File: config.mk
export PLATFORM = sky130hd
export DESIGN_NAME = reg_bank_write_arbiter
export DESIGN_NICKNAME = d
export VERILOG_FILES = /design/src/rtl/reg_bank_write_arbiter.sv
export SDC_FILE = /design/constraint.sdc
export NUM_CORES = 1
export LEC_CHECK = 0
export BUFFER_PORTS_ARGS = -buffer_cell sky130_fd_sc_hd__buf_2
export CAP_MARGIN = 40
export CORE_UTILIZATION = 55
export DETAILED_ROUTE_END_ITERATION = 7
export PLACE_DENSITY = 0.92
export SYNTH_ARGS = -nofsm -noshare
export SYNTH_HDL_FRONTEND = slang
export SYNTH_SLANG_ARGS = --single-unit
File: constraint.sdc
create_clock -name clk -period 5.8 [get_ports clk]
set_input_delay 0.87 -clock clk [delete_from_list [all_inputs] [get_ports clk]]
set_output_delay 0.87 -clock clk [all_outputs]
set_load 0.1 [all_outputs]
File: src/rtl/reg_bank_write_arbiter.sv
// reg_bank_write_arbiter: round-robin write arbiter and soft-clear sequencer for a bank of
// NREG single-bit register cells. One requester wins per cycle and drives a one-hot reg_en
// plus reg_din into the bank. A clear request sweeps every cell to 0, one cell per cycle.
// Optional feature macro: REGARB_GRANT_CNT_EN adds the saturating grant_cnt output.
// All outputs are registered; there is no combinational path from inputs to outputs.

module reg_bank_write_arbiter #(
`ifdef REGARB_GRANT_CNT_EN
    parameter int unsigned CNT_W = 16,
`endif
    parameter int unsigned NREQ  = 4,
    parameter int unsigned NREG  = 8,
    parameter int unsigned AW    = 3
) (
    input  logic               clk,
    input  logic               reset,
    input  logic [NREQ-1:0]    req,
    input  logic [NREQ*AW-1:0] req_addr,
    input  logic [NREQ-1:0]    req_din,
    input  logic               clear_req,
    output logic [NREQ-1:0]    gnt,
    output logic [NREG-1:0]    reg_en,
    output logic               reg_din,
    output logic               clear_busy,
`ifdef REGARB_GRANT_CNT_EN
    output logic [CNT_W-1:0]   grant_cnt,
`endif
    output logic               addr_err
);

    localparam int unsigned PW = (NREQ > 1) ? $clog2(NREQ) : 1;
    localparam int unsigned IW = (NREG > 1) ? $clog2(NREG) : 1;

    typedef enum logic [0:0] {
        StArb,
        StClear
    } state_e;

    state_e          state_q, state_d;
    logic [PW-1:0]   ptr_q, ptr_d;
    logic [IW-1:0]   idx_q, idx_d;
    logic [NREQ-1:0] gnt_q, gnt_d;
    logic [NREG-1:0] reg_en_q, reg_en_d;
    logic            reg_din_q, reg_din_d;
    logic            clear_busy_q, clear_busy_d;
    logic            addr_err_q, addr_err_d;

    logic [NREQ-1:0] eligible;
    logic            win_found;
    logic [PW-1:0]   win_idx;
    logic [NREQ-1:0] win_oh;
    logic [AW-1:0]   win_addr;
    logic            win_din;
    logic            win_addr_ok;
    logic [NREG-1:0] win_dec;
    logic [IW-1:0]   idx_inc;
    logic [NREG-1:0] sweep_next_oh;
    logic            issue_grant;

    // Round-robin pick: first eligible index at/after ptr, then wrap to the indices below ptr.
    always_comb begin
        eligible  = req & ~gnt_q;
        win_found = 1'b0;
        win_idx   = '0;
        win_oh    = '0;
        win_addr  = '0;
        win_din   = 1'b0;
        for (int unsigned j = 0; j < NREQ; j++) begin
            if (!win_found && eligible[j] && (PW'(j) >= ptr_q)) begin
                win_found = 1'b1;
                win_idx   = PW'(j);
                win_oh[j] = 1'b1;
                win_addr  = req_addr[j*AW +: AW];
                win_din   = req_din[j];
            end
        end
        // Any eligible index left after the first pass necessarily lies below ptr.
        for (int unsigned j = 0; j < NREQ; j++) begin
            if (!win_found && eligible[j]) begin
                win_found = 1'b1;
                win_idx   = PW'(j);
                win_oh[j] = 1'b1;
                win_addr  = req_addr[j*AW +: AW];
                win_din   = req_din[j];
            end
        end
    end

    // Decode the winner's address and the next sweep position into one-hot bank enables.
    always_comb begin
        win_addr_ok   = (32'(win_addr) < NREG);
        idx_inc       = idx_q + 1'b1;
        win_dec       = '0;
        sweep_next_oh = '0;
        for (int unsigned r = 0; r < NREG; r++) begin
            win_dec[r]       = (32'(win_addr) == r);
            sweep_next_oh[r] = (idx_inc == IW'(r));
        end
    end

    // Next-state and registered-output logic for the ARB/CLEAR sequencer.
    always_comb begin
        state_d      = state_q;
        ptr_d        = ptr_q;
        idx_d        = idx_q;
        gnt_d        = '0;
        reg_en_d     = '0;
        reg_din_d    = 1'b0;
        clear_busy_d = 1'b0;
        addr_err_d   = 1'b0;
        issue_grant  = 1'b0;

        unique case (state_q)
            StArb: begin
                if (clear_req) begin
                    // Clear beats any pending request; first swept cell shows next cycle.
                    state_d      = StClear;
                    idx_d        = '0;
                    reg_en_d     = {{(NREG-1){1'b0}}, 1'b1};
                    clear_busy_d = 1'b1;
                end else begin
                    issue_grant = 1'b1;
                end
            end
            StClear: begin
                if (idx_q == IW'(NREG - 1)) begin
                    // Last sweep cycle: this edge already arbitrates, clear_req ignored.
                    state_d     = StArb;
                    issue_grant = 1'b1;
                end else begin
                    idx_d        = idx_inc;
                    reg_en_d     = sweep_next_oh;
                    clear_busy_d = 1'b1;
                end
            end
            default: begin
                state_d = StArb;
            end
        endcase

        if (issue_grant && win_found) begin
            gnt_d     = win_oh;
            reg_din_d = win_din;
            if (win_addr_ok) begin
                reg_en_d = win_dec;
            end else begin
                addr_err_d = 1'b1;
            end
            ptr_d = (win_idx == PW'(NREQ - 1)) ? '0 : win_idx + 1'b1;
        end
    end

    // State and output registers; asynchronous active-low reset clears everything at once.
    always_ff @(posedge clk or negedge reset) begin
        if (!reset) begin
            state_q      <= StArb;
            ptr_q        <= '0;
            idx_q        <= '0;
            gnt_q        <= '0;
            reg_en_q     <= '0;
            reg_din_q    <= 1'b0;
            clear_busy_q <= 1'b0;
            addr_err_q   <= 1'b0;
        end else begin
            state_q      <= state_d;
            ptr_q        <= ptr_d;
            idx_q        <= idx_d;
            gnt_q        <= gnt_d;
            reg_en_q     <= reg_en_d;
            reg_din_q    <= reg_din_d;
            clear_busy_q <= clear_busy_d;
            addr_err_q   <= addr_err_d;
        end
    end

    assign gnt        = gnt_q;
    assign reg_en     = reg_en_q;
    assign reg_din    = reg_din_q;
    assign clear_busy = clear_busy_q;
    assign addr_err   = addr_err_q;

`ifdef REGARB_GRANT_CNT_EN
    logic [CNT_W-1:0] cnt_q, cnt_d;

    // Count every issued grant (including dropped out-of-range writes), saturating at max.
    always_comb begin
        cnt_d = cnt_q;
        if ((gnt_d != '0) && (cnt_q != {CNT_W{1'b1}})) begin
            cnt_d = cnt_q + 1'b1;
        end
    end

    // Grant counter register; only reset clears it, the sweep leaves it alone.
    always_ff @(posedge clk or negedge reset) begin
        if (!reset) begin
            cnt_q <= '0;
        end else begin
            cnt_q <= cnt_d;
        end
    end

    assign grant_cnt = cnt_q;
`endif

endmodule

==> reports/summary.md <==
Before CTS, the worst setup slack after placement is 3150 ps. Once detail routing completed, the nets flagged for antenna violations numbered 0. TritonCTS built the clock tree. Number of antenna violations at the first check in global routing: 0.

The critical path is of the primary input to flip-flop type. In the final routed layout, each cell accounts on average for 16.8 µm. The maximum number of pins on one net before global-route repair was 20. The starting utilization of the core area was 0.581. Port buffering added 36 buffers.

The run gives 5420 µm as the wire length of the first global-routing pass. In this run, the number of DRC markers left after iteration 0 of detailed routing was 60. The synthesized design contains 19 register bits. Worst reg-to-reg setup slack: 3460 ps.

Walking the worst path, the cells encountered are buf_2 -> nor3b_2 -> o21ai_1 -> nand2_1 -> a2bb2oi_1 -> a211o_1 -> o31ai_1. The per-cell via count in the routed design was 6.18. Once detailed placement completed, the half-perimeter wirelength came to 2580 µm.

For the worst hold slack across all endpoints, the log shows 480 ps. Setup violations remaining at the end of the flow were counted as 0. Class of the worst hold path: primary input to asynchronous set/reset pin.

The run finished with clean final reports. The area of the die was 2510 µm²; the total global routing track utilization was 0.299. The post-layout net count is 204, and the clock net sink count is 19. The logs give 0.611 mV for the worst supply voltage drop on vdd and 0 for the count of synthesis-stage warnings from yosys. Across all setup checks in the final design, the least slack found is 3430 ps. The global placement routability congestion is 0.890, and the count of unresolved DRC violations after routing is 0. Each instance of the synthesized netlist takes up on average 9.36 µm². For the arrival time at the worst endpoint, the log shows 2560 ps. The clock transition at the register clock pins on the worst setup and hold paths after CTS was 100 ps; the shortest clock period the worst path allows after layout was 2370 ps.

The library cell used most frequently in the layout, excluding fill and tap cells, is buf_2. Timing would allow up to 0.423 GHz. The final-report max-slew violation count came out at 0. The cell chosen for the clock root is clkbuf_4.

Measured in cells, the most critical reg-to-reg path has a length of 8. Proportion of synthesized chip area in sequential cells: 0.374. For this block, the routed nets add up to 3390 µm of wire. In the layout the commonest cells are buf_2 (37), dfrtp_1 (19), nand2_1 (14), nor2_1 (11), a21oi_1 (9).

Type of origin of the critical path: a primary input. The synthesized design spends more area on one cell type than any other, namely dfrtp_1. The tools report the number of hold violations in the final report as 0. The first detailed-routing pass ran for 4 iterations. The total number of vias is 1,249. Power spread over the standard cell area amounts to 635 nW/µm². Nature of the critical path endpoint: a flip-flop.

Yosys mapped a number of flops with a built-in enable equal to 0. The fraction of the cycle the final worst path needs was 0.408; the antenna diode count was 0. Across the run, the number of max-cap violations was 0.

Synthesized net count: 165. The number of instances resized during post-cts repair is 0. The synthesized netlist occupies a cell area of 1270 µm². The count of distinct cell types in the synthesized netlist is 47. Setup repair after global routing left no endpoint under its margin.

On the critical path, the stage with the largest delay is an instance of o21ai_1. The async set or reset register ratio after synthesis was 1.00; the required time at the worst-slack endpoint was 6000 ps. At the later pin of the worst-skew pair, clock insertion delay measures 300 ps. The number of hold buffers added after CTS is 0. The floorplan step set the die width to 50.1 µm. At the pin with the least slew margin, the transition time is 531 ps. For the total negative slack for setup checks, the log shows 0 ps. The proportion of netlist area held by the largest area contributor came out at 0.374. In this run, CTS created clock tree buffers numbering 3. The cell class contributing the biggest share of worst-path delay is compound AO/OA/AOI/OAI gates.

The via count of the first global-routing pass came out at 1,156. Ratio of cells with drive above 1 in the final layout: 0.339. Yosys attributes the largest share of cell area to dfrtp_1 (37%), ha_1 (5.9%), nand2_1 (4.1%). The overall die height was 50.1 µm. The worst register-to-register path ends at reg_en[5]$_DFF_PN0_. After clock tree synthesis, the setup repair step added 0 buffers. After technology mapping, the gate count stands at 136.

The number of buffer and inverter instances along the worst setup path was 1; the biggest fanout along the worst timing path was 6. The headroom to the max-slew limit is 0.645. The startpoint of the most critical register-to-register path is idx_q[0]$_DFFE_PN0P_. Pin placement for this block handled 38 I/O pins. For this design the static power due to leakage is 0.000737 µW. In this run the core area contains 17 standard-cell rows.

Relative to the synthesized area, the layout overhead comes to 17.7%. The core outline area was 2190 µm²; the buffer levels on the longest clock path was 2. For this run, the slowest stage of the critical path takes 320 ps. After global routing the overflow that remains totals 0. Among all flip-flop cells after synthesis, the most frequent one is dfrtp_1.

Across the routed clock network, the largest skew measured is 1.93 ps. For the maximum level of the CTS H-tree, the log shows 1.
layout make-up:
type	instances	area (µm²)
clock buffer	3	22.5
clock inverter	1	5.00
fill	170	693
inverter	5	18.8
multi-input combinational	109	756
sequential	19	475
tap	28	35.0
timing repair buffer	37	185
kinds of logic (layout without fill, tap and decap cells):
| group | after synthesis | in the layout | share of synthesized area |
|---|---|---|---|
| flops | 19 | 19 | 0.374 |
| buf+inv | 8 | 46 | 0.0324 |
| simple gates | 54 | 54 | 0.232 |
| compound gates | 47 | 47 | 0.291 |
| mux | 1 | 1 | 0.00885 |
| other cells | 1 | 1 | 0.00295 |
| fa+ha+maj | 6 | 6 | 0.0590 |
Yosys cell counts (all sizes together) (2+ instances only):
cell type	number
dfrtp	19
nand2	14
a21oi	12
nor2	12
o21ai	9
ha	6
inv	5
o31ai	5
a32o	4
and3	4
nand2b	4
a21o	3
a22oi	3
and2b	3
nand3	3
nor2b	3
nor3	3
a211oi	2
and2	2
buf	2
nand4	2
sequential cells by signal (all words and copies together), names as in the netlist:
register / count
reg_en: 8
gnt: 4
idx_q: 3
ptr_q: 2
clear_busy: 1
reg_din: 1
how the worst max path moves through the flow:
stage,startpoint,endpoint,cells past startpoint
floorplan,gnt[2]$_DFF_PN0_,reg_en[3]$_DFF_PN0_,6
global placement,req[0],reg_en[2]$_DFF_PN0_,6
detailed placement,req[1],reg_en[0]$_DFF_PN0_,7
CTS,req[1],reg_en[0]$_DFF_PN0_,7
global route,idx_q[0]$_DFFE_PN0P_,reg_en[5]$_DFF_PN0_,8
finish,req[0],reg_en[0]$_DFF_PN0_,7
per-layer routing:
metal | global-route usage | part of all wire
met5 | 0 | 0
met4 | 0.0810 | 0.0085
met3 | 0.0926 | 0.094
met2 | 0.489 | 0.49
met1 | 0.378 | 0.41
through the flow:
stage                     power, µW  area, µm²  std cells   util
after global routing           1000       1500        202  0.684
after CTS                       946       1500        202  0.684
after floorplan                 753       1270        136      -
after detailed placement        879       1470        198  0.671
after global placement          857       1470        197  0.669
final                           951       1500        202  0.684
power breakdown:
group | leakage (µW) | internal, µW | switching, µW
Combinational | 0.000472 | 171 | 482
Clock | 0.0000177 | 25.8 | 39.8
Sequential | 0.000247 | 184 | 49.8
No activity file was read; power rests on OpenSTA's default activity.
